**config.mk**
```make
export PLATFORM = sky130hd
export DESIGN_NAME = sum_accumulator
export DESIGN_NICKNAME = d
export VERILOG_FILES = /design/src/rtl/sum_acc_pkg.sv /design/src/rtl/sum_accumulator_adder.sv /design/src/rtl/sum_accumulator.sv
export SDC_FILE = /design/constraint.sdc
export NUM_CORES = 1
export LEC_CHECK = 0
export ABC_AREA = 1
export CAP_MARGIN = 20
export CORE_ASPECT_RATIO = 0.9
export CORE_UTILIZATION = 58
export DETAILED_ROUTE_END_ITERATION = 10
export GPL_TIMING_DRIVEN = 0
export HOLD_SLACK_MARGIN = 0.02
export PLACE_DENSITY_LB_ADDON = 0.15
export SLEW_MARGIN = 20
export SYNTH_ARGS = -nofsm -noshare
export SYNTH_HDL_FRONTEND = slang
export SYNTH_HIERARCHICAL = 1
export SYNTH_SLANG_ARGS = --single-unit
```
**constraint.sdc**
```tcl
create_clock -name clk -period 4.7 [get_ports clk]
set_clock_uncertainty 0.15 [all_clocks]
set_input_delay 1.41 -clock clk [delete_from_list [all_inputs] [get_ports clk]]
set_output_delay 1.41 -clock clk [all_outputs]
set_load 0.005 [all_outputs]
```
**src/rtl/sum_acc_pkg.sv**
```systemverilog
// Shared types and helpers for the sum_accumulator burst-total stage.
// Holds the FSM state encoding and the counter-width helper.
package sum_acc_pkg;

  typedef enum logic [1:0] {
    IDLE,
    ACCUM,
    HOLD
  } sum_acc_state_t;

  // Bits needed to hold the values 0..value inclusive, i.e. $clog2(value+1).
  function automatic int clog2_plus1(input int value);
    int result;
    result = 0;
    while ((1 << result) < (value + 1)) begin
      result = result + 1;
    end
    return result;
  endfunction

endpackage

```
**src/rtl/sum_accumulator_adder.sv**
```systemverilog
// Shared N-bit adder: unsigned a + b with the carry returned as the top sum bit.
// The accumulator instantiates it at the accumulator width.
module sum_accumulator_adder #(
  parameter int N = 8
) (
  input  logic [N-1:0] a,
  input  logic [N-1:0] b,
  output logic [N:0]   sum
);

  assign sum = {1'b0, a} + {1'b0, b};

endmodule

```
**src/rtl/sum_accumulator.sv**
```systemverilog
// Accumulates K consecutive (N+1)-bit sums into one burst total with valid/ready on both sides.
// Optional early-close input `flush` is present only when SUM_ACC_FLUSH_EN is defined.
module sum_accumulator
  import sum_acc_pkg::*;
#(
  parameter  int N     = 8,
  parameter  int K     = 4,
  localparam int ACC_W = N + 1 + $clog2(K),
  localparam int CNT_W = clog2_plus1(K)
) (
  input  logic             clk,
  input  logic             rst,
  input  logic             in_valid,
  output logic             in_ready,
  input  logic [N:0]       in_sum,
  output logic             out_valid,
  input  logic             out_ready,
  output logic [ACC_W-1:0] out_total,
  output logic [CNT_W-1:0] out_cnt,
`ifdef SUM_ACC_FLUSH_EN
  input  logic             flush,
`endif
  output logic             busy
);

  sum_acc_state_t   state_q, state_d;
  logic [ACC_W-1:0] acc_q, acc_d;
  logic [CNT_W-1:0] cnt_q, cnt_d;
  logic [ACC_W-1:0] total_q, total_d;
  logic [CNT_W-1:0] out_cnt_q, out_cnt_d;
  logic             out_valid_q, out_valid_d;

  logic             accept;
  logic             last_sample;
  logic             flush_req;
  logic [ACC_W-1:0] sum_ext;
  logic [ACC_W-1:0] addend;
  logic [ACC_W:0]   add_sum;
  logic             unused_carry;

`ifdef SUM_ACC_FLUSH_EN
  assign flush_req = flush;
`else
  assign flush_req = 1'b0;
`endif

  assign in_ready    = (state_q != HOLD);
  assign accept      = in_valid && in_ready;
  assign sum_ext     = ACC_W'(in_sum);
  assign last_sample = accept && (cnt_q == CNT_W'(K - 1));

  // A flush without a same-cycle sample must close on acc alone, so the addend is gated.
  assign addend = accept ? sum_ext : '0;

  sum_accumulator_adder #(
    .N (ACC_W)
  ) u_adder (
    .a   (acc_q),
    .b   (addend),
    .sum (add_sum)
  );

  // K*(2^(N+1)-1) always fits in ACC_W bits, so the carry out is never set.
  assign unused_carry = add_sum[ACC_W];

  // NOTE: every variable is given its hold value before the case so no path leaves one unassigned (no latches).
  always_comb begin
    state_d     = state_q;
    acc_d       = acc_q;
    cnt_d       = cnt_q;
    total_d     = total_q;
    out_cnt_d   = out_cnt_q;
    out_valid_d = out_valid_q;

    case (state_q)
      IDLE: begin
        if (accept) begin
          acc_d   = sum_ext;
          cnt_d   = CNT_W'(1);
          state_d = ACCUM;
        end
      end

      ACCUM: begin
        if (last_sample || flush_req) begin
          total_d     = add_sum[ACC_W-1:0];
          out_cnt_d   = cnt_q + CNT_W'(accept);
          out_valid_d = 1'b1;
          acc_d       = '0;
          cnt_d       = '0;
          state_d     = HOLD;
        end else if (accept) begin
          acc_d = add_sum[ACC_W-1:0];
          cnt_d = cnt_q + CNT_W'(1);
        end
      end

      HOLD: begin
        if (out_valid_q && out_ready) begin
          out_valid_d = 1'b0;
          state_d     = IDLE;
        end
      end

      default: begin
        state_d = IDLE;
      end
    endcase
  end

  // NOTE: state is updated with non-blocking assignments so all flops sample the same pre-edge values.
  always_ff @(posedge clk or posedge rst) begin
    if (rst) begin
      state_q     <= IDLE;
      acc_q       <= '0;
      cnt_q       <= '0;
      total_q     <= '0;
      out_cnt_q   <= '0;
      out_valid_q <= 1'b0;
    end else begin
      state_q     <= state_d;
      acc_q       <= acc_d;
      cnt_q       <= cnt_d;
      total_q     <= total_d;
      out_cnt_q   <= out_cnt_d;
      out_valid_q <= out_valid_d;
    end
  end

  assign out_valid = out_valid_q;
  assign out_total = total_q;
  assign out_cnt   = out_cnt_q;
  assign busy      = (state_q == ACCUM);

endmodule

```
==> results.ini <==
[power_and_ir_drop]
total_power_w = 0.001688
power_density_nw_per_um2 = 688.2
p_leak_nw = 1.310
ir_drop_mv = 0.5170

[worst_hold_path]
min_path_type = reg2reg

[floorplan]
pin_count = 30
num_rows = 19
core_area_um2 = 3186
die_w_um = 64.18
dieArea_um2 = 3720
die_h_um = 57.96
initial_utilization_pct = 63.35

[clock_network]
clk_latency_ns = 0.28
post_cts_buffers = 0
cts_resized = 0
root_buffer = clkbuf_8
cts_sinks = 31
cts_tree = yes
cts_made_buffers = 5
clockBufferDepth = 2
cts_hold_buf = 0
clk_pin_slew_worst_paths_ns = 0.06
htree_levels = 2

[sta]
hold_ws_ns = 0.3200
finalSetupTns_ns = 0
timing.final.crit_share_pct = 80.04
drv_slew = 0
setup_viol_count_final = 0
worst_slack_ns = 0.9383
worstMarginPinSlew_ns = 0.6641
slew_headroom_pct = 55.66
rsz0062_at_grt = no
hold_viol_final = 0
min_period_ns = 3.762
max_freq_ghz = 0.2658

[global_route]
grt_pass1_wl_um = 7872
grt_pass1_vias = 1763
antenna_found_initial = 0
grt_overflow_total = 0
grt_util_all_layers_pct = 28.31
grt_max_degree = 32

[critical_path]
critPathSlowestCell = clkdlybuf4s50_1
arrival_ns = 3.82
crit_chain = clkdlybuf4s50_1 > nand2_1 > nor2_1 > ha_1 > fa_1 > nand2_1 > nand3_1 > nand3_1 > nand3_1 > nand2_1 > nand3_1 > a21oi_1
critPathTopFamily = simple AND/OR/NAND/NOR gates
start_kind = input port
crit_buf_inv = 1
cpPeakStageDelay_ns = 0.47
cp_max_fo = 10
criticalPathCategory = in2reg
cp-end-kind = flip-flop
r2r_slack_ns = 1.95
cp.required_ns = 4.76
cpMostUsedCell = nand3_1

[drt]
ant_nets = 0
drt_iter0_drc = 134
first_pass_iters = 4
viasPerCell = 5.290
route.detailed.drc = 0
wl_per_cell_um = 12.76
num_vias = 1899
drt-total-wl_um = 4581

[final_layout]
area_growth_syn_to_layout_pct = 21.51
instances_no_fill = 359
nNetsFinal = 344
drive_gt1_share_pct = 8.833
diodes = 0

[run_status]
status = finished, final reports clean

[placed_design]
pre_cts_slack_ns = 0.7169
hpwl_um = 3398
io_buffers = 29
gp_congestion = 0.8135
placedCellCount = 352

[synth]
syn_inst = 280
synthesis.area_um2 = 2018
syn_area_per_cell_um2 = 7.208
yosysWarningCount = 6

[run]
cap_viol_max_count = 0

report_power, final:
| part | leakage [nW] | total, W | switching (W) | internal [W] |
|---|---|---|---|---|
| registers | 0.377 | 0.000475 | 0.0000796 | 0.000396 |
| clock network | 0.0470 | 0.000210 | 0.0000956 | 0.000115 |
| logic | 0.887 | 0.00100 | 0.000581 | 0.000421 |
cell usage in the layout (no fill, tap or decap), drive strengths merged:
cell type	n
clkbuf	7
conb	2
o22ai	1
inv	30
o21ai	5
xnor2	1
nor2	34
nand3	36
clkdlybuf4s50	29
ha	13
or2	1
nand2	88
clkinv	1
xor2	5
nand4	2
buf	7
dfrtp	31
fa	1
a21oi	23
area by class of cell:
type	count	area, um2
tap	42	52.55
clock buffer	6	82.58
multi-input combinational	212	1089
sequential	31	775.7
inverter	30	112.6
fill	261	733.2
clock inverter	1	5.005
timing repair buffer	29	290.3
buffer	8	45.04
worst register-to-register path, stage by stage (launching register included):
cell     delay (ns)
dfrtp_1        0.38
inv_1          0.14
nand2_2        0.10
nand2_1        0.33
nor2_1         0.12
ha_1           0.26
fa_1           0.47
nand2_1        0.09
nand3_1        0.08
nand3_1        0.13
nand3_1        0.09
nand2_1        0.11
nand3_1        0.08
a21oi_1        0.13
registers in the layout, summed over array words and instances, names as in the netlist:
name       cells
acc_q         11
out_total     11
cnt_q          3
out_cnt        3
state_q        2
out_valid      1
metrics by stage:
step | util, % | cell area, um2
after floorplan | - | 2022
after global placement | 74.23 | 2365
after detailed placement | 74.23 | 2365
after CTS | 76.98 | 2452
after global routing | 76.98 | 2452
final | 76.98 | 2452
layer usage:
metal,global-route usage [%],up-vias,share of wire [%]
met1,38.34,869,47
met3,5.512,13,5.1
met5,0,-,0
met2,45.59,50,46
met4,10.48,0,2.1
li1,-,967,-
worst paths after layout:
| kind | startpoint | end | depth (start not counted) |
|---|---|---|---|
| worst max-delay path | in_valid | acc_q[8]$_DFFE_PP0P_ | 12 |
| worst min-delay path | out_total[2]$_DFFE_PP0P_ | out_total[2]$_DFFE_PP0P_ | 2 |
| worst max register to register | state_q[0]$_DFFE_PP0P_ | acc_q[8]$_DFFE_PP0P_ | 13 |
| worst min register to register | out_total[2]$_DFFE_PP0P_ | out_total[2]$_DFFE_PP0P_ | 2 |
| max in group asynchronous | rst | out_total[6]$_DFFE_PP0P_ | 2 |
| min in group asynchronous | rst | out_cnt[1]$_DFFE_PP0P_ | 2 |
(Power assumes the default switching activity.)
